**src/rtl/fpu_pkg.sv**
```systemverilog
// Shared types and constants for the FPU request/response front-end.
// The response struct widths follow the FPU_unit datapath (IEEE-754 single).
package fpu_pkg;

  localparam int FPU_LAT    = 2;
  localparam int FPU_NUM_OP = 1;
  localparam int FPU_DATA_W = 32;
  localparam int FPU_TAG_W  = 4;

  typedef enum logic [FPU_NUM_OP-1:0] {
    OP_ADD = 1'b0,
    OP_SUB = 1'b1
  } op_e;

  typedef struct packed {
    logic [FPU_DATA_W-1:0] data;
    logic [FPU_TAG_W-1:0]  tag;
  } fpu_rsp_t;

endpackage

```
**src/rtl/fpu_rsp_fifo.sv**
```systemverilog
// Synchronous response FIFO with a first-word-fall-through head.
// The head reads as zero while empty so downstream never sees stale data.
module fpu_rsp_fifo
  import fpu_pkg::*;
#(
  parameter  int DEPTH = 4,
  localparam int AW    = $clog2(DEPTH)
) (
  input  logic        clk,
  input  logic        rst,
  input  logic        push,
  input  fpu_rsp_t    wdata,
  input  logic        pop,
  output fpu_rsp_t    head,
  output logic        full,
  output logic        empty,
  output logic [AW:0] count
);

  fpu_rsp_t mem [DEPTH];

  logic [AW-1:0] wr_ptr_reg;
  logic [AW-1:0] rd_ptr_reg;
  logic [AW:0]   count_reg;
  logic [AW:0]   count_next;

  // Storage carries no reset; validity is tracked purely by the pointers.
  always_ff @(posedge clk) begin
    if (push) begin
      mem[wr_ptr_reg] <= wdata;
    end
  end

  always_comb begin
    count_next = count_reg;
    unique case ({push, pop})
      2'b10:   count_next = count_reg + (AW+1)'(1);
      2'b01:   count_next = count_reg - (AW+1)'(1);
      default: count_next = count_reg;
    endcase
  end

  always_ff @(posedge clk or posedge rst) begin
    if (rst) begin
      wr_ptr_reg <= '0;
      rd_ptr_reg <= '0;
      count_reg  <= '0;
    end else begin
      if (push) begin
        wr_ptr_reg <= wr_ptr_reg + AW'(1);
      end
      if (pop) begin
        rd_ptr_reg <= rd_ptr_reg + AW'(1);
      end
      count_reg <= count_next;
    end
  end

  assign empty = (count_reg == '0);
  assign full  = (count_reg == (AW+1)'(DEPTH));
  assign count = count_reg;
  assign head  = empty ? '0 : mem[rd_ptr_reg];

endmodule

```
**src/rtl/fpu_issue_ctrl.sv**
```systemverilog
// Valid/ready front-end for a fixed-latency, non-stallable FPU_unit.
// Credits reserve a FIFO slot at issue time so every in-flight result has a home.
module fpu_issue_ctrl
  import fpu_pkg::*;
#(
  parameter int NUM_OP    = FPU_NUM_OP,
  parameter int DATA_W    = FPU_DATA_W,
  parameter int TAG_W     = FPU_TAG_W,
  parameter int FPU_LAT   = fpu_pkg::FPU_LAT,
  parameter int RES_DEPTH = 4
) (
  input  logic              i_clk,
  input  logic              i_rst,
  input  logic              i_req_valid,
  output logic              o_req_ready,
  input  logic [NUM_OP-1:0] i_req_op,
  input  logic [DATA_W-1:0] i_req_a,
  input  logic [DATA_W-1:0] i_req_b,
  input  logic [TAG_W-1:0]  i_req_tag,
  output logic [NUM_OP-1:0] o_fpu_op,
  output logic [DATA_W-1:0] o_fpu_a,
  output logic [DATA_W-1:0] o_fpu_b,
  input  logic [DATA_W-1:0] i_fpu_result,
  output logic              o_rsp_valid,
  input  logic              i_rsp_ready,
  output logic [DATA_W-1:0] o_rsp_data,
  output logic [TAG_W-1:0]  o_rsp_tag,
  output logic              o_busy
);

  localparam int CW = $clog2(RES_DEPTH) + 1;

  logic [CW-1:0]      credits_reg;
  logic [CW-1:0]      credits_next;
  logic               fire;
  logic               pop;
  logic               push;
  fpu_rsp_t           push_data;
  fpu_rsp_t           head;
  logic               fifo_full;
  logic               fifo_empty;
  logic [CW-1:0]      fifo_count;

  logic [FPU_LAT-1:0] lat_vld_reg;
  logic [FPU_LAT-1:0] lat_vld_next;
  logic [TAG_W-1:0]   lat_tag_reg  [FPU_LAT];
  logic [TAG_W-1:0]   lat_tag_next [FPU_LAT];

  // FPU_unit computes every cycle; only fired requests are tracked below.
  assign o_fpu_op = i_req_op;
  assign o_fpu_a  = i_req_a;
  assign o_fpu_b  = i_req_b;

  assign o_req_ready = (credits_reg != '0);
  assign fire        = i_req_valid & o_req_ready;
  assign pop         = o_rsp_valid & i_rsp_ready;
  assign o_busy      = (credits_reg != CW'(RES_DEPTH));

  always_comb begin
    credits_next = credits_reg;
    unique case ({fire, pop})
      2'b10:   credits_next = credits_reg - CW'(1);
      2'b01:   credits_next = credits_reg + CW'(1);
      default: credits_next = credits_reg;
    endcase
  end

  always_ff @(posedge i_clk or posedge i_rst) begin
    if (i_rst) begin
      credits_reg <= CW'(RES_DEPTH);
    end else begin
      credits_reg <= credits_next;
    end
  end

  // Stage 0 captures the issue; the last stage lines up with i_fpu_result.
  genvar gi;
  generate
    for (gi = 0; gi < FPU_LAT; gi++) begin : g_lat
      if (gi == 0) begin : g_head
        assign lat_vld_next[gi] = fire;
        assign lat_tag_next[gi] = i_req_tag;
      end else begin : g_tail
        assign lat_vld_next[gi] = lat_vld_reg[gi-1];
        assign lat_tag_next[gi] = lat_tag_reg[gi-1];
      end
    end
  endgenerate

  always_ff @(posedge i_clk or posedge i_rst) begin
    if (i_rst) begin
      lat_vld_reg <= '0;
      for (int i = 0; i < FPU_LAT; i++) begin
        lat_tag_reg[i] <= '0;
      end
    end else begin
      lat_vld_reg <= lat_vld_next;
      lat_tag_reg <= lat_tag_next;
    end
  end

  assign push           = lat_vld_reg[FPU_LAT-1];
  assign push_data.data = i_fpu_result;
  assign push_data.tag  = lat_tag_reg[FPU_LAT-1];

  fpu_rsp_fifo #(
    .DEPTH (RES_DEPTH)
  ) u_rsp_fifo (
    .clk   (i_clk),
    .rst   (i_rst),
    .push  (push),
    .wdata (push_data),
    .pop   (pop),
    .head  (head),
    .full  (fifo_full),
    .empty (fifo_empty),
    .count (fifo_count)
  );

  assign o_rsp_valid = ~fifo_empty;
  assign o_rsp_data  = head.data;
  assign o_rsp_tag   = head.tag;

  // Credits plus in-flight plus queued must always account for every slot.
  a_no_overflow: assert property (@(posedge i_clk) disable iff (i_rst)
    !(push && fifo_full));

  a_credit_sum: assert property (@(posedge i_clk) disable iff (i_rst)
    (int'(credits_reg) + int'(fifo_count) + $countones(lat_vld_reg)) == RES_DEPTH);

endmodule

```
**config.mk**
```make
export PLATFORM = sky130hd
export DESIGN_NAME = fpu_issue_ctrl
export DESIGN_NICKNAME = d
export VERILOG_FILES = /design/src/rtl/fpu_pkg.sv /design/src/rtl/fpu_rsp_fifo.sv /design/src/rtl/fpu_issue_ctrl.sv
export SDC_FILE = /design/constraint.sdc
export NUM_CORES = 1
export LEC_CHECK = 0
export ABC_AREA = 1
export CAP_MARGIN = 0
export CORE_AREA = 2 2 177 179
export CTS_BUF_LIST = sky130_fd_sc_hd__clkbuf_4 sky130_fd_sc_hd__clkbuf_8 sky130_fd_sc_hd__clkbuf_16
export DETAILED_ROUTE_END_ITERATION = 16
export DIE_AREA = 0 0 179 181
export SLEW_MARGIN = 20
export SYNTH_ARGS = -nofsm -noshare
export SYNTH_HDL_FRONTEND = slang
export SYNTH_HIERARCHICAL = 1
export SYNTH_SLANG_ARGS = --single-unit
```
**constraint.sdc**
```tcl
create_clock -name i_clk -period 5.18 [get_ports i_clk]
set_input_delay 0.777 -clock i_clk [delete_from_list [all_inputs] [get_ports i_clk]]
set_output_delay 0.777 -clock i_clk [all_outputs]
set_load 0.02 [all_outputs]
```
; After elaboration in Yosys (flattened, before gate mapping)
; Memories as Yosys holds them, arrays and structs flattened.
; Index checks and enable logic that the tools add are counted.
[word_totals]
ramBits = 144
output_inout_bits = 104
ff_bits = 20
memories = 1
in_bits = 105
[mem_list]
columns = memory, words, word_bits, rd, rd_clocked_by_memory_dff, write_ports, line_no
row1 = u_rsp_fifo.mem, 4, 36, 1, 0, 1, fpu_rsp_fifo.sv:20  ; fpu_rsp_t mem [DEPTH];
[op_classes]
n_bitwise = 3
eq_ne = 5
n_addsub = 6
reduce_logical = 4
muxes = 5
[op_table]
columns = op, count
row1 = 2-to-1 mux 36 bit, 1
row2 = one-hot mux 3 bit (2 select lines), 2
row3 = adder 3 x 1 -> 3 bit (second input constant), 2
row4 = subtractor 3 x 1 -> 3 bit (second input constant), 2
row5 = adder 2 x 1 -> 2 bit (second input constant), 2
row6 = == test 2 x 1 -> 1 bit (second input constant), 2
row7 = == test 2 bit (second input constant), 2
row8 = nonzero test 2 bit, 2
row9 = zero test 3 bit, 1
row10 = != test 3 bit (second input constant), 1
row11 = nonzero test 3 bit, 1
row12 = AND 1 bit, 2
row13 = 2-to-1 mux 1 bit, 2
row14 = NOT 1 bit, 1

; Logic depth before layout (Yosys ltp)
[logic_depth]
depth_word = 5
depth_mapped = 11

; By module
; The synthesis kept the hierarchy.
[modules_own_cells]
columns = mod, area_each_um2, seq_area_each_um2, cells_each, n_inst
row1 = fpu_rsp_fifo, 6536.3, 4499.3, 616, 1
row2 = fpu_issue_ctrl, 955.9, 326.6, 103, 1

; Least setup slack after synthesis
; Ideal clock, no wire load.
[synth_path]
path_type = register -> output
start = register u_rsp_fifo.rd_ptr_reg[1]
end = output port o_rsp_data[22]
arrival_time_ns = 1.225
path_slack_ns = 3.178
stages_incl_launch_ff = 6
cell_sequence = dfrtp_1 -> buf_2 -> inv_2 -> buf_4 -> nand3_1 -> a21oi_1
[synth_between]
elab_chain_cells = 2
[synth_rtl]
columns = element, line_no
row1 = start: declaration, fpu_rsp_fifo.sv:23  ; logic [AW-1:0] rd_ptr_reg;
row2 = start signal: assignment, fpu_rsp_fifo.sv:53  ; rd_ptr_reg <= rd_ptr_reg + AW'(1);
row3 = memory (4 x 36 bit), --
row4 = 2-to-1 mux 36 bit, fpu_rsp_fifo.sv:62  ; assign head = empty ? '0 : mem[rd_ptr_reg];
row5 = end: declaration, fpu_issue_ctrl.sv:26  ; output logic [DATA_W-1:0] o_rsp_data,
; No other way between the ends.

; Worst setup path after layout
[layout_path]
start = register u_rsp_fifo.rd_ptr_reg[1]
end = output port o_rsp_data[31]
; The elaborated chain is that of the path after synthesis.

==> results.ini <==
[status]
status=finished clean

[pwr]
ir_drop_mv=0.218
finalPower_mw=5.27
p_per_area_nw_per_um2=603
power_leakage_nw=3.71

[layout]
largest_reg_flops=144
final_nets=840
syn_to_final_growth_pct=16.6
antennaDiodeCount=0
layout_common_cells=inv_1 (160), nand2_1 (159), edfxtp_1 (144)
final_common_cell=inv_1
fillers=3066
final_core_util_pct=28.8
drive_gt1_share_pct=7.30

[clock_network]
numClockSinks=164
hold_buffers=0
post_cts_resized=0
htreeDepth=4
path_clk_slew_ns=0.07
cts_tree=done
root_buffer=clkbuf_16
insertion_delay_ns=0.43
post_cts_buffers=0
cts_inserted_buffers=17
clk_path_buf_depth=2

[logic_synthesis]
syn_area_per_cell_um2=10.4
syn-cell-area_um2=7490
synth_fp_nets=831
synth_cells=718
ys_warn_count=6

[detailed_routing]
wl_um=17500
via_per_inst=3.98
wl_per_cell_um=15.4
first_iter_violations=245
drc=0
dr.pass1.iters=5
vias=4519
ant_nets=0

[die]
start_util_pct=24.7
rows=64
dieArea_um2=32400
ioPinCount=209
fp.dieH_um=181
design.core.area_um2=30300
die_width_um=179

[worst_setup_path]
reg2regPathDepth=8
path_max_fanout=37
cp.required_ns=4.40
r2r-end=credits_reg[1]$_DFFE_PP0P_
arrival_ns=3.08
worst-path-stages=4
critPathTopFamily=buffers and inverters
cp_cell_sequence=inv_2 -> nand3_1 -> a21oi_1 -> clkdlybuf4s50_1
max_stage_delay_ns=0.80
reg2reg_slack_ns=2.39
worst_path_max_delay_cell=inv_2
critical_path_buf_inv_count=2
rr_startpoint=u_rsp_fifo/count[0]$_DFFE_PP0P_
path_class=flip-flop to primary output
end_kind=primary output
startpoint_type=flip-flop

[worst_hold_path]
hp-start=lat_tag_next[3]$_DFF_PP0_
whs_path_depth=0
holdPathEnd=lat_tag_reg[3]$_DFF_PP0_
hold_path_class=flip-flop to flip-flop

[sta]
hold_viol_final=0
fmax_mhz=259
fin_crit_sh_pct=74.4
fin_setup_tns_ns=0
relSlewSlack_pct=31.0
setup_viol=0
period_needed_ns=3.85
maxSlewViolCount=0
whs_ns=0.355
worst_pin_slew_ns=1.03
finalClockSkew_ns=0.0112
rsz0062_at_grt=no
setup_slack_ns=1.33

[grt]
overflow=0
grt_use_total_pct=11.2
grt_pass1_vias=4640
grt_pass1_wl_um=26600
antenna_found_initial=1
grt_start_max_net_pins=75

[placement]
hpwl_um=10600
place.gp.congestion=0.666
io_buffers=78
post-place-ws_ns=1.77

[run]
cap_violations=0

==> worst max-delay path by stage <==
stage	from	to	slack (ns)
5_1_grt	u_rsp_fifo/rd_ptr_reg[1]$_DFFE_PP0P_	o_rsp_data[31]	1.08
4_1_cts	u_rsp_fifo/rd_ptr_reg[1]$_DFFE_PP0P_	o_rsp_data[31]	1.26
3_3_place_gp	u_rsp_fifo/rd_ptr_reg[1]$_DFFE_PP0P_	o_rsp_data[31]	1.78
3_5_place_dp	u_rsp_fifo/rd_ptr_reg[1]$_DFFE_PP0P_	o_rsp_data[31]	1.77
2_1_floorplan	u_rsp_fifo/rd_ptr_reg[1]$_DFFE_PP0P_	o_rsp_data[22]	3.18
6_report	u_rsp_fifo/rd_ptr_reg[1]$_DFFE_PP0P_	o_rsp_data[31]	1.33
==> layout make-up <==
class | instances | area [µm²] | share of cell area, %
clock buffers | 18 | 450 | 5.16
clock inverters | 14 | 126 | 1.45
inverters | 170 | 638 | 7.31
multi-input cells | 293 | 1390 | 15.9
flip-flops and latches | 164 | 4830 | 55.3
well taps | 396 | 495 | 5.67
repair buffers | 81 | 803 | 9.20
==> worst reg2reg max path, delay by kind of cell, from the launching register on <==
family	cells	cell delay [ns]
and+or+nand+nor	3	1.01
AOI/OAI and AO/OA	1	0.05
adders and majority gates	2	0.67
buffers and inverters	2	0.54
DFF	1	0.42
==> power breakdown <==
part / total [mW] / leakage [nW] / switching, mW / internal (mW)
clock network: 1.24 / 0.291 / 0.570 / 0.667
logic: 2.14 / 1.87 / 1.33 / 0.807
registers: 1.89 / 1.55 / 0.147 / 1.74
==> stage by stage <==
stage / std cells / instance area [µm²]
after floorplan: 718 / 7490
after global placement: 1104 / 8150
after detailed placement: 1104 / 8150
after CTS: 1136 / 8730
after global routing: 1136 / 8730
final: 1136 / 8730
==> per-layer routing <==
| layer | up-vias | global-route usage, % | share of wire (%) |
|---|---|---|---|
| li1 | 2199 | - | - |
| met1 | 2102 | 12.9 | 40 |
| met2 | 117 | 17.8 | 48 |
| met3 | 99 | 2.93 | 6.2 |
| met4 | 2 | 8.62 | 6.4 |
| met5 | - | 0 | 0.074 |
No activity file was read; power rests on OpenSTA's default activity.
